--- config.mk ---
export PLATFORM = sky130hd
export DESIGN_NAME = digit_gcd_arbiter
export DESIGN_NICKNAME = d
export VERILOG_FILES = /design/src/rtl/digit_gcd_arbiter.sv
export SDC_FILE = /design/constraint.sdc
export NUM_CORES = 1
export LEC_CHECK = 0
export CORE_MARGIN = 3
export CORE_UTILIZATION = 64
export DETAILED_ROUTE_END_ITERATION = 6
export DONT_BUFFER_PORTS = 1
export GPL_TIMING_DRIVEN = 0
export PLACE_DENSITY = 0.85
export RECOVER_POWER = 100
export SYNTH_ARGS = -nofsm -noshare
export SYNTH_HDL_FRONTEND = slang
export SYNTH_SLANG_ARGS = --single-unit
--- constraint.sdc ---
create_clock -name clk -period 6.4 [get_ports clk]
set_input_delay 1.28 -clock clk [delete_from_list [all_inputs] [get_ports clk]]
set_output_delay 1.28 -clock clk [all_outputs]
set_load 0.05 [all_outputs]
--- src/rtl/digit_gcd_arbiter.sv ---
// Two-requester round-robin front end sharing one subtraction-based GCD engine
// for decimal digits; returns the GCD and the owner's pair reduced by it.
module digit_gcd_arbiter #(
    parameter int unsigned STEP_DIV = 1
) (
    input  logic       clk,
    input  logic       rst_n,
    input  logic [1:0] req,
    input  logic [3:0] a0,
    input  logic [3:0] b0,
    input  logic [3:0] a1,
    input  logic [3:0] b1,
    output logic [1:0] grant,
    output logic       busy,
    output logic [1:0] done,
    output logic [3:0] gcd_out,
    output logic [3:0] red_a,
    output logic [3:0] red_b
);

    localparam int unsigned CW = (STEP_DIV > 1) ? $clog2(STEP_DIV) : 1;
    localparam logic [CW-1:0] CNT_MAX = CW'(STEP_DIV - 1);

    typedef enum logic [1:0] {
        S_IDLE = 2'd0,
        S_RUN  = 2'd1,
        S_DONE = 2'd2
    } state_t;

    state_t          state_q, state_d;
    logic            rr_q, rr_d;         // index of the requester favoured on a tie
    logic            owner_q, owner_d;
    logic [CW-1:0]   cnt_q, cnt_d;
    logic [3:0]      x_q, x_d, y_q, y_d, sa_q, sa_d, sb_q, sb_d;
    logic [1:0]      grant_q, grant_d, done_q, done_d;
    logic            busy_q, busy_d;
    logic [3:0]      gcd_q, gcd_d, red_a_q, red_a_d, red_b_q, red_b_d;

    logic            win;
    logic            tick;
    logic            term;
    logic [3:0]      g;

    function automatic logic [3:0] mod10(input logic [3:0] v);
        mod10 = (v > 4'd9) ? v - 4'd10 : v;
    endfunction

    assign tick = (cnt_q == CNT_MAX);
    assign term = (x_q == 4'd0) || (y_q == 4'd0) || (x_q == y_q);
    assign g    = (x_q == 4'd0) ? y_q : x_q;

    always_comb begin
        state_d = state_q;
        rr_d    = rr_q;
        owner_d = owner_q;
        cnt_d   = cnt_q;
        x_d     = x_q;
        y_d     = y_q;
        sa_d    = sa_q;
        sb_d    = sb_q;
        grant_d = grant_q;
        busy_d  = busy_q;
        done_d  = 2'b00;
        gcd_d   = gcd_q;
        red_a_d = red_a_q;
        red_b_d = red_b_q;
        win     = (req == 2'b11) ? rr_q : req[1];

        case (state_q)
            S_IDLE: begin
                if (req != 2'b00) begin
                    owner_d = win;
                    sa_d    = mod10(win ? a1 : a0);
                    sb_d    = mod10(win ? b1 : b0);
                    x_d     = mod10(win ? a1 : a0);
                    y_d     = mod10(win ? b1 : b0);
                    cnt_d   = '0;
                    grant_d = win ? 2'b10 : 2'b01;
                    busy_d  = 1'b1;
                    state_d = S_RUN;
                end
            end
            S_RUN: begin
                // A dropped request outranks a terminating tick in the same cycle.
                if (!req[owner_q]) begin
                    cnt_d   = '0;
                    grant_d = 2'b00;
                    busy_d  = 1'b0;
                    state_d = S_IDLE;
                end else if (tick) begin
                    cnt_d = '0;
                    if (term) begin
                        done_d[owner_q] = 1'b1;
                        gcd_d   = g;
                        red_a_d = (g == 4'd0) ? 4'd0 : sa_q / g;
                        red_b_d = (g == 4'd0) ? 4'd0 : sb_q / g;
                        rr_d    = ~owner_q;
                        state_d = S_DONE;
                    end else if (x_q > y_q) begin
                        x_d = x_q - y_q;
                    end else begin
                        y_d = y_q - x_q;
                    end
                end else begin
                    cnt_d = cnt_q + CW'(1);
                end
            end
            S_DONE: begin
                grant_d = 2'b00;
                busy_d  = 1'b0;
                state_d = S_IDLE;
            end
            default: begin
                grant_d = 2'b00;
                busy_d  = 1'b0;
                state_d = S_IDLE;
            end
        endcase
    end

    always_ff @(posedge clk or negedge rst_n) begin
        if (!rst_n) begin
            state_q <= S_IDLE;
            rr_q    <= 1'b0;
            owner_q <= 1'b0;
            cnt_q   <= '0;
            x_q     <= 4'd0;
            y_q     <= 4'd0;
            sa_q    <= 4'd0;
            sb_q    <= 4'd0;
            grant_q <= 2'b00;
            busy_q  <= 1'b0;
            done_q  <= 2'b00;
            gcd_q   <= 4'd0;
            red_a_q <= 4'd0;
            red_b_q <= 4'd0;
        end else begin
            state_q <= state_d;
            rr_q    <= rr_d;
            owner_q <= owner_d;
            cnt_q   <= cnt_d;
            x_q     <= x_d;
            y_q     <= y_d;
            sa_q    <= sa_d;
            sb_q    <= sb_d;
            grant_q <= grant_d;
            busy_q  <= busy_d;
            done_q  <= done_d;
            gcd_q   <= gcd_d;
            red_a_q <= red_a_d;
            red_b_q <= red_b_d;
        end
    end

    assign grant   = grant_q;
    assign busy    = busy_q;
    assign done    = done_q;
    assign gcd_out = gcd_q;
    assign red_a   = red_a_q;
    assign red_b   = red_b_q;

endmodule

======== After elaboration in Yosys (flattened, before gate mapping) ========
Index checks and enable logic that the tools add are counted.
word-level totals
  register bits after elaboration ......... 38
  bits of input ports ..................... 20
  word-level logic and storage cells ...... 100
cells by class
  add/subtract/negate cells ............... 5
  divide/modulo/power cells ............... 2
  $lt $le $gt $ge ......................... 5
  eq/ne operators ......................... 12
  mux-type cells .......................... 44
  bitwise operators ....................... 2
  reductions and logical operators ........ 16
operators by type and width
  operator             number
  $mux 4               17
  $mux 2               11
  $pmux 4 s2           2
  $ne 2x2->1 const B   7
  $logic_not 4->1      3
  $reduce_and 6->1     2
  $mux 1               9
  $div 4x4->4          2
  $gt 4x4->1 const B   2
  $pmux 2 s2           2
  $sub 4x4->4          2
  $sub 4x4->4 const B  2
  $ne 3x3->1 const B   2
  $reduce_and 2->1     3
  $eq 4x4->1           1
  $gt 4x4->1           1
  $pmux 1 s2           2
  $reduce_and 4->1     1
  $reduce_bool 2->1    2
  $reduce_and 3->1     1
  $eq 2x1->1 const B   1
  $eq 2x2->1 const B   1
  $logic_not 2->1      1
  $logic_or 1x1->1     2
  other kinds (6)      7

======== Logic depth before layout (Yosys ltp) ========
Gate-level depths: netlist (run 1).
  depth after elaboration ................. 8
  gate-level depth with buffers ........... 19

======== Least setup slack after synthesis (run 1) ========
OpenSTA, ideal clock, no wires.
  kind .................................... reg-to-reg
  start ................................... register y_q[1]
  end ..................................... register red_a_q[0], in the netlist red_a[0]
  data arrival time ....................... 3.526 ns
  slack ................................... 2.747 ns
  stages on the path, launching flop included .. 19
  buffers on the path ..................... 0
  cell sequence ........................... dfrtp_1 -> nor3_1 -> a21o_1 -> nand3_1 -> and2_1 -> ha_1 -> nor2_1 -> o21ai_0 -> o21ai_0 -> ha_1 -> a21oi_1 -> nor2b_1 -> o31ai_4 -> mux2_2 -> ha_1 -> a21oi_1 -> nand2_1 -> a21oi_1 -> o21ai_0
on the way
  longest elaborated chain between the ends .. 4
  elaborated cells between the ends (all ways) .. 9
  those cells by class .................... div: 1; eq/ne: 1; mux: 2; reduce/logical: 5
ends and longest elaborated chain
  what                                                                 line  source
  from (decl)                                                          34    logic [3:0] x_q, x_d, y_q, y_d, sa_q, sa_d, sb_q, sb_d;
  from (signal assigned)                                               143   y_q <= y_d;
  parallel branches: the longest is 4 deep, another holds $div 4x4->4  -
  to (signal assigned)                                                 150   red_a_q <= red_a_d;
  to (decl)                                                            37    logic [3:0] gcd_q, gcd_d, red_a_q, red_a_d, red_b_q, red_b_d;
Parallel ways; which one is timed is not known.
A chain may end at the register's enable or synchronous reset.

======== Worst setup path after layout (run 1) ========
  start ................................... register x_q[0]
  end ..................................... register red_a_q[0], in the netlist red_a[0]
on the way
  longest elaborated chain between the ends .. 4
  elaborated cells between the ends (all ways) .. 9
  those cells by class .................... div: 1; eq/ne: 1; mux: 2; reduce/logical: 5
ends and longest elaborated chain
  what                                               line    source
  from (decl)                                        34
  from (signal assigned)                             127     x_q <= 4'd0;
  from (signal assigned)                             142     x_q <= x_d;
  $logic_not 4->1                                    49, 50
  $mux 4 / $logic_or 1x1->1 (equally long branches)  50, 49
  $div 4x4->4, or another cell as far along          95      red_a_d = (g == 4'd0) ? 4'd0 : sa_q / g;
  $mux 4 / $reduce_and 4->1 (equally long branches)  -
Parallel ways exist; a longest one is shown, timed or not.

==> parameters.txt, run 1 <==
Parameter                              Value

Status
  Outcome    completed

Logic synthesis
  Most used flip-flop cell after synthesis    sky130_fd_sc_hd__dfrtp_1
  Most numerous cell types in the synthesized netlist    sky130_fd_sc_hd__dfrtp_1, sky130_fd_sc_hd__nand2_1, sky130_fd_sc_hd__ha_1, sky130_fd_sc_hd__o21ai_0, sky130_fd_sc_hd__a21oi_1
  Synth warnings    0
  Post-synth top area cell    sky130_fd_sc_hd__dfrtp_1
  Count of state elements after synthesis    37
  Count of mapped cells out of synthesis    290
  Cell area after synthesis    2663 µm²
  Number of distinct library cells after synthesis    49
  Sequential fraction of the synthesis area    34.77%
  Synthesized area per cell    9.181 µm²
  Top-area cell type share of the netlist area    34.77%
  Post-Synthesis Net Count    335
  Count of flip-flops with a built-in enable after synthesis    0
  Fraction of registers with async set or reset after synthesis    100.0%
  Area contributors post-synth    sky130_fd_sc_hd__dfrtp_1, sky130_fd_sc_hd__ha_1, sky130_fd_sc_hd__nand2_1

Timing
  Highest clock rate    0.2209 GHz
  Setup-violating endpoint count in the final report    0
  Period utilisation layout    70.72%
  Final sum of negative setup slack    0 ns
  Final critical-path required period    4.526 ns
  Max Slew Vio Count    0
  RSZ-0062 raised after global routing    false
  Worst rel slew slack    36.37%
  Setup Skew    0.007554 ns
  Tightest Pin Transition    0.9501 ns
  Hold Vio Cnt, Final    0

Routing
  Routed WL per cell    17.13 µm
  First DRT Iteration DRCs    186
  Via count of the routed design    2210
  First-pass iteration count of the detailed router    4
  Residual DRC    0
  Final ANT Viol Nets    0
  Overall routed net length    5928 µm
  Vias per cell    6.387

Floorplanning
  Overall die height    70.50 µm
  Die ar.    4970 µm²
  Die Width    70.50 µm
  Count of pins on the block boundary    37
  Placeable core region    3826 µm²
  Initial Utilization    69.59%
  Count of standard-cell rows    22

Clocking
  Sinks on Clock Net    37
  Total CTS buffers    5
  CTS Root Buffer Type    sky130_fd_sc_hd__clkbuf_8
  Setup bufs post-CTS    0
  Count of hold buffers inserted by post-cts repair    0
  Insertion delay to the later sink of the worst-skew pair    0.29 ns
  Clock tree from TritonCTS    built
  Post-CTS sizing    0
  Maximum clock insertion buffer count    2
  CTS H-tree lvls    2
  CTS clock-pin slew for the worst setup and hold paths    0.07 ns

Setup path
  Endpoint kind of the worst setup timing path    flop
  Top Family by Delay on Critical Path    compound AO/OA/AOI/OAI gates
  Origin of the worst setup path    x_q[0]
  Type of the worst setup path    flop to flop
  Cell-by-cell listing of the critical path    inv_1 > a31oi_1 > ha_1 > o21ai_1 > o31ai_1 > a21oi_1 > ha_1 > nor2b_1 > o31ai_1 > mux2_2 > ha_1 > a21oi_1 > nand2_1 > a21oi_1 > o21ai_0
  Combined buffer and inverter count along the critical path    1
  CP peak stage delay    0.70 ns
  WP data arrival    4.69 ns
  Crit-path slowest cell    sky130_fd_sc_hd__a31oi_1
  Reg2Reg Launch Point    x_q[0]
  Required time of the critical path    6.57 ns
  Max FO, Critical Path    9
  Sort of element at the start of the critical path    flop

Min path
  Worst hold-check path type    flop to flop
  Start point of the worst min-delay path    sa_q[0]

Job
  # Max-Cap Violations    0

Global routing
  Met3 GRT Util    4.748%
  Grt peak-use layer    met2
  GR Util met2    43.14%
  Total grt overflow    0
  M1 GR Usage    32.70%
  Number of antenna violations at the first check in global routing    0
  Via count of the first global-routing pass    2103
  Maximum number of pins on one net before global-route repair    38
  First-pass GRT wire length    10090 µm
  Global Route Usage Sum    25.63%

Cells and area
  Diodes inserted    0
  Number of nets in the layout    342
  Share of post-route cells with drive strength above 1    9.060%
  # fillers    287
  Area grow syn2layout    3.430%

Place
  # port buffers    0
  Post-DP HPWL    4597 µm
  Global placer's final weighted congestion    0.9843
==> path summary, 6_finish.rpt <==
kind                            end  slack, ns  cells after the start
min in group asynchronous  red_b[2]       0.67                      0
min                         sa_q[0]       0.51                      2
min reg2reg                 sa_q[0]       0.51                      2
max reg2reg                red_a[0]       1.87                     15
max in group asynchronous  red_b[1]       5.63                      0
max                        red_a[0]       1.87                     15
==> layout by cell type (no fill, tap or decap), drive strengths merged, types with 2 or more instances in the layout <==
master	Yosys	layout
inv	14	14
or2	2	2
and2	2	2
o21ai	32	32
nand2b	8	8
o31ai	8	8
nand3	12	12
a21o	2	2
clkbuf	2	12
a21oi	16	16
a22oi	3	3
o211ai	2	2
a221oi	2	2
mux2	8	8
mux2i	6	6
xnor2	6	6
fa	2	2
o21a	2	2
a22o	8	8
o22ai	6	6
clkinv	0	2
ha	23	23
nand2	38	38
xor2	2	2
nor3b	2	2
buf	7	3
a31oi	4	4
a211oi	2	2
nand3b	2	2
nor2	16	16
dfrtp	37	37
nor3	3	3
nor2b	3	3
==> registers in the layout (all words and copies together), names as in the netlist <==
signal and cells:
red_a 4, grant 2, rr_q 1, busy 1, gcd_out 4, owner_q 1, state_q 2, done 2
red_b 4, x_q 4, y_q 4, sb_q 4, sa_q 4
==> area by class of cell <==
type                            count  area [µm²]  area share [%]
Multi-Input combinational cell    230        1584           57.52
Sequential cell                    37       925.9           33.62
Clock buffer                        6       72.57           2.635
Tap cell                           48       60.06           2.181
Inverter                           14       52.55           1.908
Buffer                              9       48.80           1.772
Clock inverter                      2       10.01          0.3635
==> cells by family (layout without fill, tap and decap cells) <==
logic type / after synthesis / count (layout) / synth area share, %
AOI/OAI and AO/OA: 92 / 92 / 23.40
xor gates and xnor gates: 8 / 8 / 2.632
buffers and inverters: 23 / 31 / 4.558
muxes: 14 / 14 / 5.639
and+or+nand+nor: 91 / 91 / 16.68
DFF: 37 / 37 / 34.77
adders and majority gates: 25 / 25 / 12.31
==> tightest hold or removal path, delay by kind of cell (launching register included) <==
family / cells / cell delay (ns)
DFF: 1 / 0.36
AOI/OAI and AO/OA: 1 / 0.06
and+or+nand+nor: 1 / 0.05
==> stage by stage <==
stage	cells	instance area [µm²]	utilization (%)	hold slack [ns]	setup slack [ns]
final	346	2754	71.98	0.5080	1.874
after global routing	346	2754	71.98	0.5475	1.568
after CTS	346	2805	73.32	0.5123	2.129
after detailed placement	338	2723	71.16	0.4959	2.177
after global placement	338	2723	71.16	0.4747	2.263
after floorplan	290	2663	-	0.4504	2.747
==> layer usage <==
metal / vias to the layer above / routed length [µm]
li1: 1070 / -
met1: 1068 / 2590
met2: 66 / 2985
met3: 6 / 280
met4: 0 / 70
met5: - / 0
Power of run 1 is left out: the tool's default activity adds up to more than one toggle a clock period on the data nets, which glitch-free logic cannot reach.
==> run 2: changes to the inputs <==
Settings changed: CORE_UTILIZATION 64 to 58, PLACE_DENSITY 0.85 to 0.81.
Clock period 6.4 ns to 3.7 ns, I/O delays scaled along.
==> parameters.txt, run 2 (synthesis results as in run 1) <==
Parameter                              Value

Setup path
  Endpoint kind of the worst setup timing path    flop (unchanged)
  Worst-case reg-to-reg path depth    18 (was 15)
  Max FO, Critical Path    3 (was 9)
  Required time of the critical path    3.88 ns (was 6.57 ns)
  WP data arrival    3.72 ns (was 4.69 ns)
  Type of the worst setup path    flop to flop (unchanged)
  Sort of element at the start of the critical path    flop (unchanged)

Cells and area
  Diodes inserted    0 (unchanged)
  Share of post-route cells with drive strength above 1    25.00% (was 9.060%)
  Most common cell after layout, fill and taps aside    sky130_fd_sc_hd__nand2_1
  Leading cell types in the layout, fill and taps excluded    sky130_fd_sc_hd__nand2_1, sky130_fd_sc_hd__dfrtp_1, sky130_fd_sc_hd__o21ai_0 (unchanged)
  Share of the core filled with cells in the final layout    71.18% (was 71.98%)
  Number of nets in the layout    353 (was 342)
  Area grow syn2layout    17.20% (was 3.430%)

Timing
  Max Slew Vio Count    0 (unchanged)
  Worst hold slack    0.1294 ns (was 0.5080 ns)
  Minimum setup slack in the final design    0.1522 ns (was 1.874 ns)
  Tightest Pin Transition    1.070 ns (was 0.9501 ns)
  Setup Skew    0.01209 ns (was 0.007554 ns)
  Highest clock rate    0.2819 GHz (was 0.2209 GHz)
  Period utilisation layout    95.89% (was 70.72%)
  Final critical-path required period    3.548 ns (was 4.526 ns)
  Hold Vio Cnt, Final    0 (unchanged)
  Setup-violating endpoint count in the final report    0 (unchanged)
  Worst rel slew slack    28.68% (was 36.37%)

Clocking
  Maximum clock insertion buffer count    2 (unchanged)
  CTS H-tree lvls    2 (unchanged)
  CTS clock-pin slew for the worst setup and hold paths    0.07 ns (about the same)
  CTS Root Buffer Type    sky130_fd_sc_hd__clkbuf_8 (unchanged)
  Count of hold buffers inserted by post-cts repair    0 (unchanged)
  Insertion delay to the later sink of the worst-skew pair    0.30 ns (was 0.29 ns)
  Clock tree from TritonCTS    built (unchanged)
  Total CTS buffers    5 (unchanged)
  Sinks on Clock Net    37 (unchanged)

Place
  Post-DP HPWL    4417 µm (was 4597 µm)
  Setup slack at placement    -0.5446 ns (was 2.177 ns)
  # port buffers    0 (unchanged)
  Global placer's final weighted congestion    0.9944 (was 0.9843)

Routing
  Via count of the routed design    2273 (was 2210)
  Overall routed net length    6537 µm (was 5928 µm)
  Vias per cell    6.314 (was 6.387)
  Residual DRC    0 (unchanged)
  Final ANT Viol Nets    0 (unchanged)
  First-pass iteration count of the detailed router    4 (unchanged)
  First DRT Iteration DRCs    118 (was 186)
  Routed WL per cell    18.16 µm (was 17.13 µm)

Min path
  Worst hold-check path type    input port to asynchronous set/reset pin (was flop to flop)

Floorplanning
  Count of standard-cell rows    24 (was 22)
  Overall die height    73.76 µm (was 70.50 µm)
  Initial Utilization    60.73% (was 69.59%)
  Die ar.    5440 µm² (was 4970 µm²)
  Die Width    73.76 µm (was 70.50 µm)
  Placeable core region    4384 µm² (was 3826 µm²)
  Count of pins on the block boundary    37 (unchanged)

Global routing
  Maximum number of pins on one net before global-route repair    38 (unchanged)
  First-pass GRT wire length    9998 µm (was 10090 µm)
  Global Route Usage Sum    24.08% (was 25.63%)
  Number of antenna violations at the first check in global routing    0 (unchanged)
  Via count of the first global-routing pass    2225 (was 2103)
  Total grt overflow    0 (unchanged)

Job
  # Max-Cap Violations    0 (unchanged)

Status
  Outcome    completed (unchanged)
run 2: cell count changes in the layout (fill, tap and decap cells not counted), sizes merged:
cell / previous run / this run
buf: 3 / 15
clkbuf: 12 / 11
clkinv: 2 / 1
run 2: per-layer routing:
layer | GRT usage, % | wire [µm]
met5 | 0 | 0
met4 | 11.87 | 197
met3 | 5.472 | 320
met2 | 40.65 | 3237
met1 | 28.51 | 2781
run 2: path summary, 6_finish.rpt:
kind / slack (ns) / to / from
worst max-delay path: 0.15 / red_a[0] / y_q[1]
worst min-delay path: 0.13 / y_q[3] / rst_n
worst max register to register: 0.15 / red_a[0] / y_q[1]
worst min register to register: 0.49 / sa_q[0] / sa_q[0]
max in group asynchronous: 3.49 / y_q[2] / rst_n
min in group clk: 0.49 / sa_q[0] / sa_q[0]
run 2: per-stage QoR:
step	instance area, µm²	cells	TNS (ns)
final	3120	360	0
after detailed placement	2728	342	-0.8696
after global placement	2728	342	-0.6340
after CTS	2917	356	0
after global routing	3120	360	-0.06714
after floorplan	2663	290	0
run 2: layout make-up:
type | instances | area [µm²]
Tap cell | 52 | 65.06
Clock inverter | 1 | 8.758
Buffer | 9 | 56.30
Clock buffer | 6 | 72.57
Inverter | 14 | 52.55
Multi-Input combinational cell | 230 | 1829
Sequential cell | 37 | 929.6
Fill cell | 322 | 1264
Timing Repair Buffer | 11 | 106.4
run 2: what timing repair did:
| action | 4_1_cts | 5_1_grt |
|---|---|---|
| pin swaps | 7 | 28 |
| gates resized for setup | 14 | 38 |
| gates cloned | 0 | 0 |
| buffers inserted | 7 | 4 |
| endpoints found under the setup margin | 2 | 2 |
run 2: worst max-delay path: stages (launching register included):
cell and delay (ns):
sky130_fd_sc_hd__dfrtp_2 0.43, sky130_fd_sc_hd__nor3_4 0.19, sky130_fd_sc_hd__a21o_1 0.15, sky130_fd_sc_hd__nand3_2 0.11, sky130_fd_sc_hd__and2_4 0.17, sky130_fd_sc_hd__ha_4 0.25
sky130_fd_sc_hd__o21ai_2 0.08, sky130_fd_sc_hd__o31ai_2 0.10, sky130_fd_sc_hd__a21oi_2 0.26, sky130_fd_sc_hd__ha_4 0.26, sky130_fd_sc_hd__nor2b_4 0.14, sky130_fd_sc_hd__o31ai_4 0.27
sky130_fd_sc_hd__buf_6 0.15, sky130_fd_sc_hd__mux2i_2 0.22, sky130_fd_sc_hd__ha_1 0.25, sky130_fd_sc_hd__o211ai_1 0.08, sky130_fd_sc_hd__nand2_1 0.11, sky130_fd_sc_hd__a21oi_2 0.13
sky130_fd_sc_hd__o21ai_1 0.07
Power of run 2 is left out for the same reason.
==> run 3: changes to the inputs <==
Settings changed: CORE_UTILIZATION 58 to 55, CTS_CLUSTER_SIZE set to 30, PLACE_DENSITY 0.81 to 0.78, RECOVER_POWER 100 to 25.
==> parameters.txt, run 3 (synthesis results as in run 1) <==
Parameter                              Value

Cells and area
  # fillers    348 (was 322)
  Number of nets in the layout    363 (was 353)
  Share of post-route cells with drive strength above 1    25.39% (was 25.00%)
  Area grow syn2layout    18.42% (was 17.20%)
  Leading cell types in the layout, fill and taps excluded    sky130_fd_sc_hd__nand2_1, sky130_fd_sc_hd__dfrtp_1, sky130_fd_sc_hd__buf_4 (was sky130_fd_sc_hd__nand2_1, sky130_fd_sc_hd__dfrtp_1, sky130_fd_sc_hd__o21ai_0)
  Share of the core filled with cells in the final layout    70.00% (was 71.18%)
  Diodes inserted    0 (unchanged)
  Most common cell after layout, fill and taps aside    sky130_fd_sc_hd__nand2_1 (unchanged)
  Footprint of the multi-input gates    1763 µm² (was 1829 µm²)
  Post-route cell area    3153 µm² (was 3120 µm²)
  FF+latch area    930.9 µm² (was 929.6 µm²)

Timing
  Setup Skew    0.002294 ns (was 0.01209 ns)
  Setup-violating endpoint count in the final report    0 (unchanged)
  Hold Vio Cnt, Final    0 (unchanged)
  Tightest Pin Transition    0.8327 ns (was 1.070 ns)
  Final sum of negative setup slack    0 ns (unchanged)
  Max Slew Vio Count    0 (unchanged)
  Highest clock rate    0.2734 GHz (was 0.2819 GHz)
  Final critical-path required period    3.658 ns (was 3.548 ns)
  Worst rel slew slack    44.49% (was 28.68%)
  Period utilisation layout    98.86% (was 95.89%)

Setup path
  Endpoint kind of the worst setup timing path    flop (unchanged)
  Max FO, Critical Path    7 (was 3)
  Sort of element at the start of the critical path    flop (unchanged)
  WP data arrival    3.83 ns (was 3.72 ns)
  Worst-case reg-to-reg path depth    17 (was 18)
  Required time of the critical path    3.87 ns (was 3.88 ns)
  Type of the worst setup path    flop to flop (unchanged)

Clocking
  Total CTS buffers    5 (unchanged)
  CTS clock-pin slew for the worst setup and hold paths    0.07 ns (about the same)
  Insertion delay to the later sink of the worst-skew pair    0.29 ns (was 0.30 ns)
  Clock tree from TritonCTS    built (unchanged)
  CTS Root Buffer Type    sky130_fd_sc_hd__clkbuf_8 (unchanged)
  Sinks on Clock Net    37 (unchanged)
  Maximum clock insertion buffer count    2 (unchanged)
  Count of hold buffers inserted by post-cts repair    0 (unchanged)
  CTS H-tree lvls    2 (unchanged)

Routing
  Overall routed net length    6280 µm (was 6537 µm)
  Final ANT Viol Nets    0 (unchanged)
  First-pass iteration count of the detailed router    4 (unchanged)
  First DRT Iteration DRCs    192 (was 118)
  Routed WL per cell    16.93 µm (was 18.16 µm)
  Residual DRC    0 (unchanged)
  Vias per cell    6.167 (was 6.314)
  Via count of the routed design    2288 (was 2273)

Min path
  Worst hold-check path type    input port to asynchronous set/reset pin (unchanged)

Job
  # Max-Cap Violations    0 (unchanged)

Status
  Outcome    completed (unchanged)

Floorplanning
  Die ar.    5712 µm² (was 5440 µm²)
  Overall die height    75.58 µm (was 73.76 µm)
  Die Width    75.58 µm (was 73.76 µm)
  Count of standard-cell rows    24 (unchanged)
  Initial Utilization    59.11% (was 60.73%)
  Count of pins on the block boundary    37 (unchanged)
  Placeable core region    4504 µm² (was 4384 µm²)

Global routing
  Maximum number of pins on one net before global-route repair    38 (unchanged)
  Number of antenna violations at the first check in global routing    0 (unchanged)
  First-pass GRT wire length    9929 µm (was 9998 µm)
  Global Route Usage Sum    23.07% (was 24.08%)
  Via count of the first global-routing pass    2164 (was 2225)
  Total grt overflow    0 (unchanged)

Place
  Total cell area at the placement stage    2728 µm² (unchanged)
  # port buffers    0 (unchanged)
  Global placer's final weighted congestion    1.003 (was 0.9944)
  Post-DP HPWL    4389 µm (was 4417 µm)
-- run 3: cell types whose count changed in the layout (fill, tap and decap cells not counted), sizes merged --
cell | previous run | this run
clkbuf | 11 | 8
bufinv | 0 | 1
buf | 15 | 28
-- run 3: final cells by class --
type | count | area share, %
clock inverters | 2 | 1.230
plain buffers | 9 | 2.183
multi-input cells | 230 | 55.91
flip-flops and latches | 37 | 29.52
repair buffers | 21 | 5.119
clock buffers | 6 | 2.302
inverters | 14 | 1.667
well taps | 52 | 2.063
-- run 3: path summary, 6_finish.rpt --
check / start / endpoint / slack, ns
worst max register to register: x_q[3] / red_b[0] / 0.04
worst max-delay path: x_q[3] / red_b[0] / 0.04
worst min register to register: sb_q[0] / sb_q[0] / 0.49
worst min-delay path: rst_n / red_a[3] / 0.13
max in group asynchronous: rst_n / x_q[0] / 3.48
min in group clk: sb_q[0] / sb_q[0] / 0.49
-- run 3: timing repair --
item | CTS | global route
endpoints found under the hold margin | 0 | 0
pin swaps | 6 | 11
gates resized for setup | 10 | 24
setup buffers | 9 | 12
gates cloned | 0 | 0
setup endpoints to repair | 2 | 2
-- run 3: routing by layer --
metal | up-vias | wire, µm | global-route usage [%]
met3 | 15 | 240 | 4.881
met2 | 69 | 3068 | 39.41
met4 | 0 | 181 | 8.155
met1 | 1094 | 2789 | 28.76
li1 | 1110 | - | -
met5 | - | 0 | 0
-- run 3: metrics by stage --
stage	hold slack (ns)	worst slack [ns]	std cells
3_5_place_dp	0.4454	-0.5242	342
3_3_place_gp	0.4455	-0.4201	342
4_1_cts	0.1286	0.01361	359
5_1_grt	0.1162	-0.1719	371
2_1_floorplan	0.4444	0.04743	290
6_report	0.1309	0.04226	371
-- run 3: critical path, cell delays in order, from the launching register on --
cell and delay [ns]:
sky130_fd_sc_hd__dfrtp_1 0.50, sky130_fd_sc_hd__nor2_4 0.09, sky130_fd_sc_hd__a31oi_4 0.34, sky130_fd_sc_hd__buf_4 0.21, sky130_fd_sc_hd__ha_4 0.21, sky130_fd_sc_hd__nor4b_2 0.25
sky130_fd_sc_hd__o21a_1 0.15, sky130_fd_sc_hd__nor2_1 0.05, sky130_fd_sc_hd__ha_1 0.35, sky130_fd_sc_hd__nand3_1 0.09, sky130_fd_sc_hd__o21ai_1 0.15, sky130_fd_sc_hd__nand2_2 0.11
sky130_fd_sc_hd__mux2_4 0.34, sky130_fd_sc_hd__ha_4 0.22, sky130_fd_sc_hd__a21oi_1 0.15, sky130_fd_sc_hd__nand2_1 0.09, sky130_fd_sc_hd__a21oi_1 0.15, sky130_fd_sc_hd__o21ai_0 0.09
Power of run 3 is left out for the same reason.
